==> config.mk <==
export PLATFORM = sky130hd
export DESIGN_NAME = scratch_pad_port_flat
export DESIGN_NICKNAME = d
export VERILOG_FILES = /design/src/rtl/scratch_pad_pkg.sv /design/src/rtl/scratch_pad_port_if.sv /design/src/rtl/scratch_pad_rsp_fifo.sv /design/src/rtl/scratch_pad_port.sv /design/src/flat_wrapper.sv
export SDC_FILE = /design/constraint.sdc
export NUM_CORES = 1
export LEC_CHECK = 0
export BUFFER_PORTS_ARGS = -buffer_cell sky130_fd_sc_hd__buf_2
export CAP_MARGIN = 20
export CORE_MARGIN = 10
export CORE_UTILIZATION = 30
export CTS_CLUSTER_DIAMETER = 40
export CTS_CLUSTER_SIZE = 40
export DETAILED_ROUTE_END_ITERATION = 8
export GPL_ROUTABILITY_DRIVEN = 0
export PLACE_DENSITY_LB_ADDON = 0.08
export SLEW_MARGIN = 10
export SYNTH_ARGS = -nofsm -noshare
export SYNTH_HDL_FRONTEND = slang
export SYNTH_SLANG_ARGS = --single-unit
==> constraint.sdc <==
create_clock -name clk -period 6.1 [get_ports clk]
set_input_delay 0.305 -clock clk [delete_from_list [all_inputs] [get_ports clk]]
set_output_delay 0.305 -clock clk [all_outputs]
set_load 0.01 [all_outputs]
==> src/rtl/scratch_pad_pkg.sv <==
// Shared definitions for the scratch-pad RAM request/response port.
package scratch_pad_pkg;

  localparam int DEF_WIDTH      = 64;
  localparam int DEF_ADDR_WIDTH = 8;
  localparam int DEF_RSP_DEPTH  = 4;

  typedef enum logic {
    REQ_READ  = 1'b0,
    REQ_WRITE = 1'b1
  } req_kind_e;

  function automatic logic is_read(input logic wr);
    return req_kind_e'(wr) == REQ_READ;
  endfunction

endpackage

==> src/rtl/scratch_pad_port_if.sv <==
// Request and response handshake bundle between a client and the scratch-pad port.
interface scratch_pad_port_if
  import scratch_pad_pkg::*;
#(
  parameter int WIDTH      = DEF_WIDTH,
  parameter int ADDR_WIDTH = DEF_ADDR_WIDTH
);

  logic                  req_valid;
  logic                  req_ready;
  logic                  req_wr;
  logic [ADDR_WIDTH-1:0] req_addr;
  logic [WIDTH-1:0]      req_data;
  logic                  rsp_valid;
  logic                  rsp_ready;
  logic [WIDTH-1:0]      rsp_data;

  modport master (
    output req_valid, req_wr, req_addr, req_data, rsp_ready,
    input  req_ready, rsp_valid, rsp_data
  );

  modport slave (
    input  req_valid, req_wr, req_addr, req_data, rsp_ready,
    output req_ready, rsp_valid, rsp_data
  );

endinterface

==> src/rtl/scratch_pad_rsp_fifo.sv <==
// In-order response buffer: registered storage, head visible one cycle after push.
module scratch_pad_rsp_fifo
  import scratch_pad_pkg::*;
#(
  parameter int WIDTH = DEF_WIDTH,
  parameter int DEPTH = DEF_RSP_DEPTH,
  localparam int PTR_W = $clog2(DEPTH),
  localparam int CNT_W = PTR_W + 1
) (
  input  logic             clk,
  input  logic             rst_n,
  input  logic             push,
  input  logic [WIDTH-1:0] push_data,
  input  logic             pop,
  output logic [WIDTH-1:0] head,
  output logic [CNT_W-1:0] count
);

  logic [WIDTH-1:0] mem [DEPTH];
  logic [PTR_W-1:0] wr_ptr;
  logic [PTR_W-1:0] rd_ptr;

  // Pointers wrap naturally because DEPTH is a power of two.
  always_ff @(posedge clk or negedge rst_n) begin
    if (!rst_n) begin
      wr_ptr <= '0;
      rd_ptr <= '0;
      count  <= '0;
    end else begin
      if (push) wr_ptr <= wr_ptr + PTR_W'(1);
      if (pop)  rd_ptr <= rd_ptr + PTR_W'(1);
      case ({push, pop})
        2'b10:   count <= count + CNT_W'(1);
        2'b01:   count <= count - CNT_W'(1);
        default: count <= count;
      endcase
    end
  end

  always_ff @(posedge clk) begin
    if (push) mem[wr_ptr] <= push_data;
  end

  assign head = mem[rd_ptr];

endmodule

==> src/rtl/scratch_pad_port.sv <==
// Valid/ready front-end for the scratch-pad RAM with credit-throttled read responses.
module scratch_pad_port
  import scratch_pad_pkg::*;
#(
  parameter int WIDTH      = DEF_WIDTH,
  parameter int ADDR_WIDTH = DEF_ADDR_WIDTH,
  parameter int RSP_DEPTH  = DEF_RSP_DEPTH
) (
  input  logic                  clk,
  input  logic                  rst_n,
  scratch_pad_port_if.slave     bus,
  output logic                  ram_wr_en,
  output logic [ADDR_WIDTH-1:0] ram_addr,
  output logic [WIDTH-1:0]      ram_d,
  input  logic [WIDTH-1:0]      ram_q,
  output logic                  busy
);

  localparam int PTR_W = $clog2(RSP_DEPTH);
  localparam int CNT_W = PTR_W + 1;

  logic             accept;
  logic             pop;
  logic             inflight;
  logic [CNT_W-1:0] fifo_count;
  logic [CNT_W:0]   credits_used;

  assign accept    = bus.req_valid & bus.req_ready;
  assign ram_addr  = bus.req_addr;
  assign ram_d     = bus.req_data;
  assign ram_wr_en = accept & bus.req_wr;

  // Every read holds a buffer slot from accept until its response is popped,
  // so the buffer can never overflow and rsp_ready never feeds req_ready.
  assign credits_used  = {1'b0, fifo_count} + {{CNT_W{1'b0}}, inflight};
  assign bus.req_ready = rst_n & (credits_used < (CNT_W + 1)'(RSP_DEPTH));

  always_ff @(posedge clk or negedge rst_n) begin
    if (!rst_n) inflight <= 1'b0;
    else        inflight <= accept & is_read(bus.req_wr);
  end

  assign bus.rsp_valid = (fifo_count != '0);
  assign pop           = bus.rsp_valid & bus.rsp_ready;
  assign busy          = inflight | (fifo_count != '0);

  scratch_pad_rsp_fifo #(
    .WIDTH (WIDTH),
    .DEPTH (RSP_DEPTH)
  ) u_rsp_fifo (
    .clk       (clk),
    .rst_n     (rst_n),
    .push      (inflight),
    .push_data (ram_q),
    .pop       (pop),
    .head      (bus.rsp_data),
    .count     (fifo_count)
  );

endmodule

==> src/flat_wrapper.sv <==
// flat-port wrapper written by rule: the top's interface ports become plain ports
module scratch_pad_port_flat import scratch_pad_pkg::*;
#(
  parameter int WIDTH      = DEF_WIDTH,
  parameter int ADDR_WIDTH = DEF_ADDR_WIDTH,
  parameter int RSP_DEPTH  = DEF_RSP_DEPTH
)
  (clk, rst_n, ram_wr_en, ram_addr, ram_d, ram_q, busy, bus_req_valid, bus_req_wr, bus_req_addr, bus_req_data, bus_rsp_ready, bus_req_ready, bus_rsp_valid, bus_rsp_data);
  scratch_pad_port_if #(.WIDTH(WIDTH), .ADDR_WIDTH(ADDR_WIDTH)) bus_i ();
  input  logic clk;
  input  logic rst_n;
  output logic ram_wr_en;
  output logic [ADDR_WIDTH-1:0] ram_addr;
  output logic [WIDTH-1:0] ram_d;
  input  logic [WIDTH-1:0] ram_q;
  output logic busy;
  input wire logic [$bits(bus_i.req_valid)-1:0] bus_req_valid;
  input wire logic [$bits(bus_i.req_wr)-1:0] bus_req_wr;
  input wire logic [$bits(bus_i.req_addr)-1:0] bus_req_addr;
  input wire logic [$bits(bus_i.req_data)-1:0] bus_req_data;
  input wire logic [$bits(bus_i.rsp_ready)-1:0] bus_rsp_ready;
  output wire logic [$bits(bus_i.req_ready)-1:0] bus_req_ready;
  output wire logic [$bits(bus_i.rsp_valid)-1:0] bus_rsp_valid;
  output wire logic [$bits(bus_i.rsp_data)-1:0] bus_rsp_data;
  assign bus_i.req_valid = bus_req_valid;
  assign bus_i.req_wr = bus_req_wr;
  assign bus_i.req_addr = bus_req_addr;
  assign bus_i.req_data = bus_req_data;
  assign bus_i.rsp_ready = bus_rsp_ready;
  assign bus_req_ready = bus_i.req_ready;
  assign bus_rsp_valid = bus_i.rsp_valid;
  assign bus_rsp_data = bus_i.rsp_data;
  scratch_pad_port #(.WIDTH(WIDTH), .ADDR_WIDTH(ADDR_WIDTH), .RSP_DEPTH(RSP_DEPTH)) u_core (.clk(clk), .rst_n(rst_n), .bus(bus_i), .ram_wr_en(ram_wr_en), .ram_addr(ram_addr), .ram_d(ram_d), .ram_q(ram_q), .busy(busy));
endmodule
==> flow_summary.toml <==
[synth]
synthCells = 450
ys_warn_count = 0
seq_area_frac_synth = 0.771
ys_types = 22
postSynthAreaPerCell_um2 = 22.7
syn_nets = 597
syn_area_mm2 = 0.0102
ys_ff_latch = 264

[power]
pwr_density_cell_mw_per_mm2 = 452
vdd_ir_drop_max_uv = 235
p_leak_uw = 0.00443

[cells_and_area]
seq_area_mm2 = 0.00790
syn_to_final_growth_pct = 25.7
fin_nets = 742
multi_input_area_mm2 = 0.00168
stdcell_area_mm2 = 0.0129
drive_gt1_frac = 0.446
final.fill_count = 3067

[detailed_routing]
viasPerCell = 4.41
drcViolationCount = 0
wl_met3_um = 1540
top_layer_used = "met4"
ant_nets = 0
routed_wl_um = 22700
dr_wl_met2_um = 11500
routedWlPerCell_um = 21.1
vias = 4745
drt_iter0_drc = 191
first_pass_iters = 5
wl_met1_um = 8990

[global_route]
grt_pass1_wl_um = 33900
grt_max_degree = 66
grt-ovfl-total = 0
grt_pass1_vias = 5463
antenna_found_initial = 1
grt_usage = 0.107

[setup_path]
crit_arrival_ns = 2.89
worstSetupStartpointType = "register"
end_kind = "primary output"
crit_fanout = 36
crit_type = "reg2out"
r2r_cells = 4
worstPathRequired_ns = 5.79

[timing]
relSlewSlack = 0.494
max_freq_mhz = 313
period_minus_slack_ns = 3.20
finClkSkew_ns = 0.0113
final.setup.worst_slack_ns = 2.90
timing.final.crit_share = 0.525
setup_violations = 0
hold_viol_final = 0
tns_ns = 0
rsz0062_at_grt = "no"
tightest_slew_ns = 0.759
final_max_slew_viol_count = 0

[clock_network]
tritoncts = "yes"
cts_buffers = 40
cts_root_buffer = "clkbuf_16"
clock_path_buffers = 3
post-cts-setup-buffers = 0
clkSlewWorstSetupHoldPaths_ns = 0.05
clk-insertion-delay-late_ns = 0.51
h-tree-depth = 2
clock-sinks = 264

[job]
cap_violations = 0

[placement]
placed_cell_area_mm2 = 0.0109
hpwlAfterDp_um = 13800
place_ws_ns = 3.26
port_buffers = 136

[run_status]
status = "finished clean"

[die]
die_width_um = 205
die-area_mm2 = 0.0419
ios = 281
core_area_mm2 = 0.0336
placementRows = 67
die-height_um = 205
initial_core_util = 0.304

[hold_path]
hp-class = "in2reg"
whs_path_depth = 1
-- what timing repair did --
item / in CTS / in global routing
resized for setup: 0 / 0
hold buffers: 48 / 0
hold endpoints to repair: 190 / 0
endpoints found under the setup margin: 0 / 0
-- registers in the layout (all words and copies together) (netlist names) --
name,count
u_core.u_rsp_fifo.mem,256
u_core.u_rsp_fifo.count,3
u_core.u_rsp_fifo.rd_ptr,2
u_core.u_rsp_fifo.wr_ptr,2
u_core.inflight,1
-- routing by layer --
metal	global-route usage	vias up
li1	-	2056
met1	0.124	2456
met5	0	-
met4	0.0452	0
met2	0.181	163
met3	0.0313	70
-- cell type report --
cell class | count | share of cell area
clock buffers | 48 | 0.0841
inverters | 7 | 0.00204
clock inverters | 25 | 0.0272
multi-input cells | 92 | 0.131
repair buffers | 190 | 0.0984
flip-flops and latches | 264 | 0.614
diodes | 1 | 0.000195
well taps | 448 | 0.0436
-- metrics by stage --
step                std cells   util  power [uW]  hold WS [ns]
global route             1074  0.383        6100       0.00147
global placement          950  0.323        3460         0.171
CTS                      1073  0.382        5940      0.000299
floorplan                 450      -        3070       0.00941
detailed placement        952  0.325        3480         0.184
finish                   1075  0.383        5820        0.0203
-- cells in the final DEF, fill, tap and decap left out, types with 4 or more instances in the layout --
| cell | n |
|---|---|
| edfxtp_1 | 256 |
| buf_2 | 136 |
| mux4_2 | 64 |
| dlygate4sd3_1 | 48 |
| clkbuf_16 | 41 |
| bufinv_16 | 8 |
| inv_1 | 7 |
| clkinv_2 | 7 |
| dfrtp_1 | 6 |
| ha_1 | 5 |
| and2_4 | 4 |
| xor2_1 | 4 |
| clkbuf_1 | 4 |
| clkinvlp_4 | 4 |
-- worst max-delay path, cell delays in order (launching register included) --
cell and delay [ns]:
dfrtp_4 0.92, buf_4 0.66, mux4_2 0.60, buf_2 0.16
-- cells by family after synthesis --
| group | count (synthesis) | share of synthesized area |
|---|---|---|
| AOI/OAI and AO/OA | 4 | 0.00269 |
| xor gates and xnor gates | 6 | 0.00513 |
| adders and majority gates | 6 | 0.00807 |
| buffers and inverters | 94 | 0.0660 |
| DFF | 264 | 0.771 |
| muxes | 64 | 0.141 |
| and+or+nand+nor | 12 | 0.00660 |
-- final timing paths --
path	startpoint	slack, ns	endpoint
min in group asynchronous	rst_n	0.19	u_core.u_rsp_fifo.count[2]
worst max-delay path	u_core.u_rsp_fifo.rd_ptr[0]	2.90	bus_rsp_data[62]
worst min-delay path	ram_q[11]	0.02	u_core.u_rsp_fifo.mem[2][11]
worst min register to register	u_core.u_rsp_fifo.count[2]	0.52	u_core.u_rsp_fifo.count[2]
max in group asynchronous	rst_n	5.68	u_core.u_rsp_fifo.rd_ptr[1]
worst max register to register	u_core.u_rsp_fifo.wr_ptr[0]	3.92	u_core.u_rsp_fifo.mem[0][18]
-- Yosys cell counts --
cell type,count,area [um^2]
a311oi_1,1,8.76
and2_1,4,25.0
and3_1,1,6.26
and3b_1,1,8.76
buf_2,6,30.0
buf_4,74,556
buf_6,5,56.3
clkbuf_1,2,7.51
dfrtp_1,8,200
edfxtp_1,256,7690
fa_1,1,20.0
ha_1,5,62.6
inv_1,7,26.3
mux4_2,64,1440
nand2_1,3,11.3
nand2b_1,1,6.26
nor2_1,1,3.75
o21ai_0,2,10.0
o31a_1,1,8.76
or3_1,1,6.26
xnor2_1,2,17.5
xor2_1,4,35.0
-- power by group --
| group | leakage, uW | internal (uW) | switching [uW] |
|---|---|---|---|
| clock | 0.000695 | 1610 | 790 |
| combinational | 0.00134 | 618 | 581 |
| sequential | 0.00240 | 2090 | 134 |
| total | 0.00443 | 4310 | 1510 |
(Power assumes the default switching activity.)
